==> src/rtl/ram_access_arbiter.sv <==
// ram_access_arbiter: shares one single-port synchronous RAM between two
// requesters (A and B) with round-robin arbitration, one access per cycle.
// After reset the RAM is optionally cleared to INIT_VAL before any request
// is accepted. Read data comes back the cycle after the accept, straight
// from the RAM's registered output.
module ram_access_arbiter #(
  parameter int                ADDR_W   = 4,
  parameter int                DATA_W   = 4,
  parameter int                INIT_EN  = 1,
  parameter logic [DATA_W-1:0] INIT_VAL = '0
) (
  input  logic              clk,
  input  logic              rst,
  // requester A
  input  logic              a_valid,
  output logic              a_ready,
  input  logic              a_we,
  input  logic [ADDR_W-1:0] a_addr,
  input  logic [DATA_W-1:0] a_wdata,
  output logic              a_rsp_valid,
  output logic [DATA_W-1:0] a_rdata,
  // requester B
  input  logic              b_valid,
  output logic              b_ready,
  input  logic              b_we,
  input  logic [ADDR_W-1:0] b_addr,
  input  logic [DATA_W-1:0] b_wdata,
  output logic              b_rsp_valid,
  output logic [DATA_W-1:0] b_rdata,
  // RAM side
  output logic              ram_we,
  output logic              ram_re,
  output logic [ADDR_W-1:0] ram_addr,
  output logic [DATA_W-1:0] ram_din,
  input  logic [DATA_W-1:0] ram_dout,
  output logic              init_done
);

  typedef enum logic {
    S_INIT,
    S_RUN
  } state_t;

  localparam state_t RESET_STATE = (INIT_EN != 0) ? S_INIT : S_RUN;

  state_t            state, state_nx;
  logic [ADDR_W-1:0] init_cnt, init_cnt_nx;
  logic              last_b, last_b_nx;   // 1 = B holds the most recent grant
  logic              grant_a, grant_b;

  logic              ram_we_c, ram_re_c;
  logic [ADDR_W-1:0] ram_addr_c;
  logic [DATA_W-1:0] ram_din_c;

  // Response bookkeeping for the access accepted in the previous cycle.
  logic              a_pend, b_pend;
  logic              a_pend_rd, b_pend_rd;
  logic [DATA_W-1:0] a_hold, b_hold;
  logic [DATA_W-1:0] a_rsp_data, b_rsp_data;

  assign a_rsp_data = a_pend_rd ? ram_dout : '0;
  assign b_rsp_data = b_pend_rd ? ram_dout : '0;

  // State register, clear counter, grant history and response pipeline.
  always_ff @(posedge clk) begin
    // NOTE: every sequential assignment is non-blocking so all registers
    // update from the same pre-edge values, independent of statement order.
    if (rst) begin
      state     <= RESET_STATE;
      init_cnt  <= '0;
      last_b    <= 1'b1;
      a_pend    <= 1'b0;
      b_pend    <= 1'b0;
      a_pend_rd <= 1'b0;
      b_pend_rd <= 1'b0;
      a_hold    <= '0;
      b_hold    <= '0;
    end else begin
      state     <= state_nx;
      init_cnt  <= init_cnt_nx;
      last_b    <= last_b_nx;
      a_pend    <= grant_a;
      b_pend    <= grant_b;
      a_pend_rd <= grant_a & ~a_we;
      b_pend_rd <= grant_b & ~b_we;
      if (a_pend) a_hold <= a_rsp_data;
      if (b_pend) b_hold <= b_rsp_data;
    end
  end

  // Next-state, round-robin grant and RAM command selection.
  always_comb begin
    // NOTE: every signal gets a default first, so no path through the case
    // leaves one unassigned and no latch is inferred.
    state_nx    = state;
    init_cnt_nx = init_cnt;
    last_b_nx   = last_b;
    grant_a     = 1'b0;
    grant_b     = 1'b0;
    ram_we_c    = 1'b0;
    ram_re_c    = 1'b0;
    ram_addr_c  = '0;
    ram_din_c   = '0;
    case (state)
      S_INIT: begin
        ram_we_c    = 1'b1;
        ram_addr_c  = init_cnt;
        ram_din_c   = INIT_VAL;
        init_cnt_nx = init_cnt + ADDR_W'(1);
        if (init_cnt == '1) state_nx = S_RUN;
      end
      S_RUN: begin
        // A wins unless B is also asking and A was served last.
        grant_a = a_valid & (~b_valid | last_b);
        grant_b = b_valid & ~grant_a;
        if (grant_a) begin
          ram_we_c   = a_we;
          ram_re_c   = ~a_we;
          ram_addr_c = a_addr;
          ram_din_c  = a_wdata;
          last_b_nx  = 1'b0;
        end else if (grant_b) begin
          ram_we_c   = b_we;
          ram_re_c   = ~b_we;
          ram_addr_c = b_addr;
          ram_din_c  = b_wdata;
          last_b_nx  = 1'b1;
        end
      end
      default: state_nx = RESET_STATE;
    endcase
  end

  // Reset forces every output low in the same cycle, including a response
  // that was already registered when reset arrived.
  assign a_ready     = ~rst & grant_a;
  assign b_ready     = ~rst & grant_b;
  assign ram_we      = ~rst & ram_we_c;
  assign ram_re      = ~rst & ram_re_c;
  assign ram_addr    = rst ? '0 : ram_addr_c;
  assign ram_din     = rst ? '0 : ram_din_c;
  assign a_rsp_valid = ~rst & a_pend;
  assign b_rsp_valid = ~rst & b_pend;
  assign a_rdata     = rst ? '0 : (a_pend ? a_rsp_data : a_hold);
  assign b_rdata     = rst ? '0 : (b_pend ? b_rsp_data : b_hold);
  assign init_done   = ~rst & (state == S_RUN);

endmodule

==> config.mk <==
export PLATFORM = sky130hd
export DESIGN_NAME = ram_access_arbiter
export DESIGN_NICKNAME = d
export VERILOG_FILES = /design/src/rtl/ram_access_arbiter.sv
export SDC_FILE = /design/constraint.sdc
export NUM_CORES = 1
export LEC_CHECK = 0
export ABC_AREA = 1
export CORE_MARGIN = 3
export CORE_UTILIZATION = 34
export DETAILED_ROUTE_END_ITERATION = 7
export HOLD_SLACK_MARGIN = 0.05
export PLACE_DENSITY = 0.8
export SLEW_MARGIN = 25
export SYNTH_ARGS = -nofsm -noshare
export SYNTH_HDL_FRONTEND = slang
export SYNTH_SLANG_ARGS = --single-unit
export TNS_END_PERCENT = 30
==> constraint.sdc <==
create_clock -name clk -period 1 [get_ports clk]
set_input_delay 0.15 -clock clk [delete_from_list [all_inputs] [get_ports clk]]
set_output_delay 0.15 -clock clk [all_outputs]
set_load 0.05 [all_outputs]
==> out/results.ini, run 1 <==
[status]
outcome=finished, violations left
violations=setup timing

[routing]
drc=0
drtIter0Drc=26
detail-route-antenna-nets=0
firstDrtPassIters=4
vias=1174
wl_per_cell_um=15.2
wirelength_um=3460
vias_per_cell=5.15

[global_routing]
antenna_found_initial=0
grt_max_degree=16
grtUsageTotal=0.194
grt_pass1_wl_um=5050
grt-ovfl-total=0
grt_pass1_vias=1154

[sta]
max_freq_ghz=0.628
worst_pin_slew_ns=0.300
setup_viol=28
slew_violations=0
skew_ns=0.00474
layout_setup_ws_ns=-0.591
grt_setup_unrepaired=true
slew_headroom=0.800
fin_crit_sh=1.59
period_minus_slack_ns=1.59
finalHoldViolCount=0

[clock_tree]
cts.sinks=18
cts.clk_slew.worst_paths_ns=0.10
postCtsHoldBufs=0
clock_latency_ns=0.29
cts.htree.levels=1
cts-root-buf=clkbuf_4
clockBufferDepth=2
cts_tree=yes
cts_buffers=3

[yosys]
synth.avg_cell_area_um2=7.19
ys.warnings.count=0
syn_area_um2=921
ys_seq_area_frac=0.391
synth_cell_types=23
syn_inst=128
ys_seq_elements=18
syn-num-nets=155

[setup_path]
crit_type=flip-flop to output port
cp.arrival_ns=1.44
cp-end-kind=output port
cp_max_fo=6
start_kind=flip-flop
cp.required_ns=0.85
reg2reg_depth=6

[final_layout]
drive_above_1_share=0.490
syn2layout_area_growth_pct=123
nets=226
stdcell_count=228
num_antenna_cells=0

[worst_hold_path]
hold_path_class=input port to flip-flop
hold_depth=2

[placement]
pre_cts_ws_ns=-0.618
dp.cells=219
dp_hpwl_um=2460
routabilityCongestion=0.806
port_buffers=48

[power_and_ir_drop]
power.clock.fraction=0.296
p_sw_w=0.000397
internal_power_w=0.00111
finalPower_w=0.00151
combPwrFrac=0.221
ir_drop_mv=0.693
p_sw_frac=0.263
p_seq_frac=0.483
powerDensity_mw_per_mm2=733
leakage_nw=0.917

[floorplanning]
pin_count=49
start_util=0.365
fp.dieH_um=58.0
core_area_mm2=0.00252
die_width_um=58.0
dieArea_mm2=0.00337
core.rowCount=18

[flow_run]
maxCapViolations=0

layout make-up:
cell class / instances / area, um^2
multi-input cells: 93 / 673
repair buffers: 69 / 865
flip-flops and latches: 18 / 377
inverters: 14 / 67.6
clock buffers: 4 / 36.3
fillers: 136 / 467
well taps: 30 / 37.5
synthesized netlist by cell type, drive strengths merged:
master,n,area share
a21oi,15,0.094
a31oi,1,0.0068
and3,1,0.0068
buf,3,0.023
dfxtp,18,0.39
ha,1,0.014
inv,14,0.065
nand2,40,0.17
nand3,18,0.10
nand4,3,0.020
nor2,9,0.072
nor3,2,0.011
o21a,1,0.0082
o21ai,2,0.011
cell families (layout without fill, tap and decap cells):
kind of cell               Yosys count  count (layout)  synth area share
buffers and inverters               17              87            0.0883
DFF                                 18              18             0.391
adders and majority gates            1               1            0.0136
AOI/OAI and AO/OA                   19              19             0.120
and+or+nand+nor                     73              73             0.387
final timing paths:
kind         startpoint        end  slack (ns)
max              last_b     ram_we       -0.59
min                a_we  a_pend_rd        0.45
max reg2reg      last_b     last_b       -0.05
min reg2reg   a_hold[3]  a_hold[3]        0.49
layout by cell type, fill, tap and decap left out, types with 2 or more instances in the layout:
cell type and instances:
a21oi_1 5, a21oi_2 5, a21oi_4 5, buf_12 20
buf_4 15, buf_6 9, clkbuf_4 3, clkdlybuf4s50_1 22
dfxtp_1 11, dfxtp_2 4, dfxtp_4 3, dlygate4sd2_1 2
inv_1 7, inv_2 4, nand2_1 24, nand2_2 3
nand2_4 13, nand3_1 17, nand4_1 3, nor2_1 2
nor2_2 3, nor2_4 2, nor2_8 2
routing by layer:
| metal | share of wire | track usage | vias up |
|---|---|---|---|
| met4 | 0.032 | 0.0927 | 0 |
| met3 | 0.081 | 0.0401 | 12 |
| met5 | 0 | 0 | - |
| met2 | 0.53 | 0.360 | 71 |
| li1 | - | - | 563 |
| met1 | 0.35 | 0.206 | 528 |
critical path, cell delays in order, from the launching register on:
cell and delay [ns]:
dfxtp_2 0.34, buf_6 0.11, a21oi_4 0.19, nand2_1 0.10
nand3_1 0.10, nand2_1 0.07, inv_1 0.07, buf_6 0.15
registers in the layout (all words and copies together), names as in the netlist:
| signal | count |
|---|---|
| last_b | 1 |
| init_cnt | 4 |
| b_pend | 1 |
| a_pend | 1 |
| state | 1 |
| b_hold | 4 |
| a_hold | 4 |
| b_pend_rd | 1 |
| a_pend_rd | 1 |
per-stage QoR:
step	TNS (ns)	utilization	instance area (um^2)	hold WS, ns
floorplan	-6.61	-	1040	0.222
global placement	-16.42	0.732	1850	0.463
detailed placement	-17.21	0.732	1850	0.478
CTS	-9.84	0.780	1970	0.449
global route	-11.50	0.815	2060	0.459
finish	-9.87	0.815	2060	0.455
power by group through the flow:
stage / Combinational, W / Clock [W] / Sequential (W)
5_1_grt: 0.000351 / 0.000477 / 0.000728
3_5_place_dp: 0.000285 / 0 / 0.000751
3_3_place_gp: 0.000278 / 0 / 0.000750
4_1_cts: 0.000308 / 0.000447 / 0.000729
2_1_floorplan: 0.000112 / 0 / 0.000751
6_report: 0.000333 / 0.000447 / 0.000727
repair_timing:
action,CTS,global route
pin swaps,13,6
setup buffers,2,3
endpoints found under the setup margin,29,29
resized for setup,30,18
No activity file was read; power rests on OpenSTA's default activity.
==> run 2, diff against run 1 <==
- CTS_CLUSTER_DIAMETER: unset -> 100
- SKIP_CTS_REPAIR_TIMING: unset -> 1
==> run 2 against run 1 <==
  * The run still ends with setup timing left
  * Sequential power about the same
  * Power up 0.55%
  * Maximum frequency about the same
  * Worst setup slack worse by 0.0016 ns
  * Core utilization down 0.099 points
  * Final cell count down 1.3%
  * Cell area down 0.12%
  * Clock power about the same
  * Die area unchanged
  * Non-clock buffer count down 3
==> out/results.ini, run 2 (same netlist as run 1, synthesis figures left out) <==
[final_layout]
top_regs=a_hold x4, b_hold x4, init_cnt x4
most-common-layout-cells=23 x clkdlybuf4s50_1, 20 x nand2_1, 20 x buf_12
nets=223  ; -1.3%
final_common_cell=clkdlybuf4s50_1
postLayoutCellArea_mm2=0.00205  ; -0.12%
drive_above_1_share=0.518  ; +0.0280
num_antenna_cells=0  ; unchanged
register_area_um2=377  ; unchanged
multiInputGateArea_um2=672  ; -0.19%
syn2layout_area_growth_pct=123
fill_cells=136  ; unchanged

[setup_path]
reg2reg_from=last_b
cp.arrival_ns=1.44  ; about the same
start_kind=flip-flop
cp.required_ns=0.85  ; about the same
crit_buf_inv=3  ; unchanged
cp_slowest_cell=dfxtp_2
path_cells=buf_6 -> a21oi_4 -> nand2_2 -> clkinv_4 -> nand2_4 -> nand2_4 -> buf_12
crit_path_start=last_b
crit_type=flip-flop to output port
cp-end-kind=output port
cpMostUsedCell=nand2_4
critical_path.top_delay_family=flip-flops
cp_max_fo=6  ; unchanged
max_stage_delay_ns=0.34  ; about the same

[routing]
drc=0  ; unchanged
drtIter0Drc=29  ; +12%
highest_layer=met4
wl_met1_um=1270  ; +4.4%
vias=1171  ; -0.26%
vias_per_cell=5.20  ; +1.1%
wl_met2_um=1850  ; -0.16%
wl_per_cell_um=15.5  ; +2.2%
firstDrtPassIters=4  ; unchanged
wirelength_um=3500  ; +0.89%
detail-route-antenna-nets=0  ; unchanged
wl_met3_um=288  ; +2.1%

[sta]
finalHoldWorstSlack_ns=0.373  ; -0.0815 ns
slew_headroom=0.800  ; about the same
setup_viol=26  ; -7.1%
skew_ns=0.00531  ; +0.000571 ns
worst_pin_slew_ns=0.299  ; -0.00101 ns
grt_setup_unrepaired=true
period_minus_slack_ns=1.59  ; +0.00159 ns
layout_setup_ws_ns=-0.593  ; -0.00159 ns
max_freq_ghz=0.628  ; about the same
fin_crit_sh=1.59  ; about the same
slew_violations=0  ; unchanged
finalHoldViolCount=0  ; unchanged

[clock_tree]
cts_buffers=3  ; unchanged
cts.sinks=18  ; unchanged
clockBufferDepth=2  ; unchanged
cts.htree.levels=1  ; unchanged
cts.clk_slew.worst_paths_ns=0.10  ; about the same
clock_latency_ns=0.30  ; about the same
cts_tree=yes
cts-root-buf=clkbuf_4

[power_and_ir_drop]
leakage_nw=0.879  ; -4.1%
ir_drop_mv=0.624  ; -10%
powerDensity_mw_per_mm2=738  ; +0.68%

[status]
outcome=finished, violations left
violations=setup timing

[placement]
dp_hpwl_um=2460  ; unchanged
routabilityCongestion=0.806  ; unchanged
pre_cts_ws_ns=-0.618  ; unchanged
port_buffers=48  ; unchanged
dpl_cell_area_mm2=0.00185  ; unchanged

[floorplanning]
dieArea_mm2=0.00337  ; unchanged
core.rowCount=18  ; unchanged
fp.dieH_um=58.0  ; unchanged
core_area_mm2=0.00252  ; unchanged
pin_count=49  ; unchanged
start_util=0.365  ; unchanged
die_width_um=58.0  ; unchanged

[global_routing]
grt-ovfl-total=0  ; unchanged
grt_pass1_wl_um=4640  ; -8.1%
grt_max_degree=16  ; unchanged
antenna_found_initial=0  ; unchanged
grt_pass1_vias=1105  ; -4.2%
grtUsageTotal=0.178  ; -0.0164

[flow_run]
maxCapViolations=0  ; unchanged

[worst_hold_path]
hold_path_class=input port to flip-flop
hp-start=a_valid

[run 2: cell count changes in the layout (fill, tap and decap cells not counted), sizes merged]
| cell | previous run | this run |
|---|---|---|
| clkdlybuf4s50 | 22 | 23 |
| buf | 44 | 41 |
| dlygate4sd2 | 2 | 0 |
| dlymetal6s2s | 1 | 2 |
[run 2: path summary, 6_finish.rpt]
path,slack [ns],endpoint,cells after the start
hold / removal,0.37,last_b,4
hold reg to reg,0.50,a_hold[0],2
setup reg to reg,-0.06,b_pend_rd,5
setup / recovery,-0.59,ram_din[1],7
[run 2: power by group]
group          total [W]  switching [W]  internal (W)  leakage (nW)
clock network   0.000449       0.000227      0.000222        0.0210
registers       0.000728     0.00000838      0.000719         0.149
logic           0.000339       0.000165      0.000174         0.710
total            0.00152       0.000400       0.00112         0.879
[run 2: cell type report]
class / count / area share
Clock buffer: 4 / 0.0177
Inverter: 14 / 0.0353
Multi-Input combinational cell: 93 / 0.327
Sequential cell: 18 / 0.183
Tap cell: 30 / 0.0183
Timing Repair Buffer: 66 / 0.418
[run 2: metal layers]
layer / GRT usage / vias up
met4: 0.0596 / 0
met1: 0.193 / 540
met2: 0.337 / 69
met5: 0 / -
li1: - / 552
met3: 0.0356 / 10
[run 2: worst register-to-register path, stage by stage (launching register included)]
cell and delay [ns]:
dfxtp_2 0.34, buf_6 0.11, a21oi_4 0.22, nand2_2 0.12, buf_4 0.16, nor2_2 0.06
[run 2: per-stage QoR]
stage | std cells | power (W) | TNS (ns) | utilization
after detailed placement | 219 | 0.00104 | -17.21 | 0.732
after CTS | 223 | 0.00147 | -12.43 | 0.747
after global routing | 225 | 0.00156 | -11.32 | 0.814
final | 225 | 0.00152 | -9.95 | 0.814
after global placement | 219 | 0.00103 | -16.42 | 0.732
after floorplan | 128 | 0.000863 | -6.61 | -
==> run 3, diff against run 2 <==
- CELL_PAD_IN_SITES_DETAIL_PLACEMENT: unset -> 0
- CELL_PAD_IN_SITES_GLOBAL_PLACEMENT: unset -> 1
- CORE_UTILIZATION: 34 -> 23
- PLACE_DENSITY: 0.8 -> unset
- PLACE_DENSITY_LB_ADDON: unset -> 0.1
- TNS_END_PERCENT: 30 -> 5
==> run 3 against run 2 <==
  * The flow still finishes with violations (setup timing)
  * Hold slack worse by 0.10 ns
  * Core utilization fell by 25 points
  * Register-to-register slack got worse by 0.06 ns
  * Largest cell class unchanged
  * Sequential cell count is the same
  * First-iteration DRC count is 52% lower
  * Final cell count increased by 12%
  * Worst setup slack improved by 0.10 ns
  * Wire length down 17%
  * Critical path depth unchanged
  * Count of clock-buffer cells in the layout unchanged
==> out/results.ini, run 3 (same netlist as run 1, synthesis figures left out) <==
[routing]
vias_per_cell=4.36  ; -16%
drc=0  ; unchanged
wl_per_cell_um=11.5  ; -26%
firstDrtPassIters=4  ; unchanged
vias=1095  ; -6.5%
wirelength_um=2900  ; -17%
drtIter0Drc=14  ; -52%
detail-route-antenna-nets=0  ; unchanged

[power_and_ir_drop]
combPwrFrac=0.202  ; -0.022
finalPower_w=0.00165  ; +8.8%
power.clock.fraction=0.357  ; +0.061
p_sw_frac=0.241  ; -0.0233
internal_power_w=0.00125  ; +12%
ir_drop_mv=0.401  ; -36%
p_seq_frac=0.440  ; -0.040
p_sw_w=0.000397  ; -0.79%
powerDensity_mw_per_mm2=780  ; +5.6%
leakage_nw=0.941  ; +7.0%

[global_routing]
grt_pass1_vias=1078  ; -2.4%
use_met1=0.146  ; -0.0475
grtUsageTotal=0.117  ; -0.0602
antenna_found_initial=0  ; unchanged
grt-ovfl-total=0  ; unchanged
grt_use_met3=0.0493  ; +0.0136
grt_max_degree=13  ; -3
grt.busiest_layer=met2
grt_pass1_wl_um=4760  ; +2.5%
met2_usage=0.182  ; -0.155

[clock_tree]
clock_latency_ns=0.25  ; -0.05 ns
clockBufferDepth=2  ; unchanged
cts.clk_slew.worst_paths_ns=0.07  ; -0.03 ns
cts-root-buf=clkbuf_8
cts.sinks=18  ; unchanged
cts.htree.levels=1  ; unchanged
cts_buffers=3  ; unchanged
cts_tree=yes

[floorplanning]
fp.dieH_um=69.3  ; +19%
start_util=0.244  ; -0.121
pin_count=49  ; unchanged
core_area_mm2=0.00377  ; +50%
die_width_um=69.3  ; +19%
dieArea_mm2=0.00480  ; +42%
core.rowCount=22  ; +4

[flow_run]
maxCapViolations=0  ; unchanged

[final_layout]
top_regs=a_hold x4, b_hold x4, init_cnt x4
most-common-layout-cells=24 x buf_4, 22 x buf_12, 20 x clkdlybuf4s50_1
register_area_um2=375  ; -0.33%
stdcell_count=251  ; +12%
fill_cells=333  ; +140%
syn2layout_area_growth_pct=130
num_antenna_cells=0  ; unchanged
drive_above_1_share=0.527  ; +0.00914
final_common_cell=buf_4
multiInputGateArea_um2=637  ; -5.2%
nets=231  ; +3.6%
final_util=0.561  ; -0.253

[setup_path]
start_kind=flip-flop
crit_type=flip-flop to output port
cp.required_ns=0.85  ; about the same
max_stage_delay_ns=0.39  ; +0.05 ns
cp_max_fo=6  ; unchanged
cp-end-kind=output port
cpMostUsedCell=nor2_8
crit_buf_inv=3  ; unchanged
cp.arrival_ns=1.34  ; -0.10 ns
path_cells=inv_8 -> nor2_8 -> inv_4 -> nor2_8 -> nand2_2 -> nand2_4 -> buf_12
critical_path.top_delay_family=simple AND/OR/NAND/NOR gates
cp_slowest_cell=dfxtp_4

[status]
outcome=finished, violations left
violations=setup timing

[sta]
finalHoldViolCount=0  ; unchanged
setup_viol=27  ; +3.8%
slew_headroom=0.848  ; +0.0477
grt_setup_unrepaired=true
slew_violations=0  ; unchanged
finalHoldWorstSlack_ns=0.268  ; -0.105 ns
layout_setup_ws_ns=-0.491  ; +0.102 ns
worst_pin_slew_ns=0.228  ; -0.0716 ns
skew_ns=0.00554  ; +0.000226 ns
period_minus_slack_ns=1.49  ; -0.102 ns
max_freq_ghz=0.671  ; +6.9%
fin_crit_sh=1.49  ; -0.102

[placement]
dp.cells=242  ; +11%
port_buffers=48  ; unchanged
routabilityCongestion=0.804  ; -0.25%
dp_hpwl_um=2350  ; -4.4%

[worst_hold_path]
hold_path_class=input port to flip-flop

-- run 3: cell types whose count changed in the layout (fill, tap and decap cells not counted), sizes merged --
cell           change
buf                +8
dlymetal6s2s       +3
clkdlybuf4s50      -3
-- run 3: metrics by stage --
stage	setup TNS (ns)	instance area, um^2	setup WS, ns
after floorplan	-7.74	1010	-0.478
after global placement	-14.76	1900	-0.620
after detailed placement	-15.08	1900	-0.622
after CTS	-11.96	1960	-0.630
after global routing	-9.99	2110	-0.557
final	-8.24	2110	-0.491
-- run 3: worst register-to-register path, delay by kind of cell, from the launching register on --
kind | cells | cell delay (ns)
flops | 1 | 0.36
buf+inv | 2 | 0.26
compound gates | 1 | 0.24
simple gates | 2 | 0.19
-- run 3: path summary, 6_finish.rpt --
check	start	end	slack [ns]	cells after the start
max reg2reg	last_b	b_pend_rd	-0.12	5
min reg2reg	a_hold[3]	a_hold[3]	0.48	2
min	ram_dout[1]	a_hold[1]	0.27	3
max	state	ram_din[3]	-0.49	7
-- run 3: final cells by class --
cell class | instances | share of cell area
repair buffers | 74 | 0.434
multi-input cells | 93 | 0.301
flip-flops and latches | 18 | 0.178
inverters | 14 | 0.0331
well taps | 48 | 0.0284
clock buffers | 4 | 0.0260
-- run 3: power by group through the flow --
stage | Sequential, W | Clock, W | Combinational [W]
4_1_cts | 0.000733 | 0.000603 | 0.000314
3_5_place_dp | 0.000750 | 0 | 0.000313
2_1_floorplan | 0.000751 | 0 | 0.000107
6_report | 0.000725 | 0.000589 | 0.000334
5_1_grt | 0.000725 | 0.000626 | 0.000359
3_3_place_gp | 0.000750 | 0 | 0.000307
-- run 3: layer usage --
| layer | vias to the layer above | share of wire |
|---|---|---|
| met5 | - | 0 |
| met4 | 0 | 0.0093 |
| met3 | 2 | 0.097 |
| met2 | 38 | 0.48 |
| met1 | 480 | 0.41 |
| li1 | 575 | - |
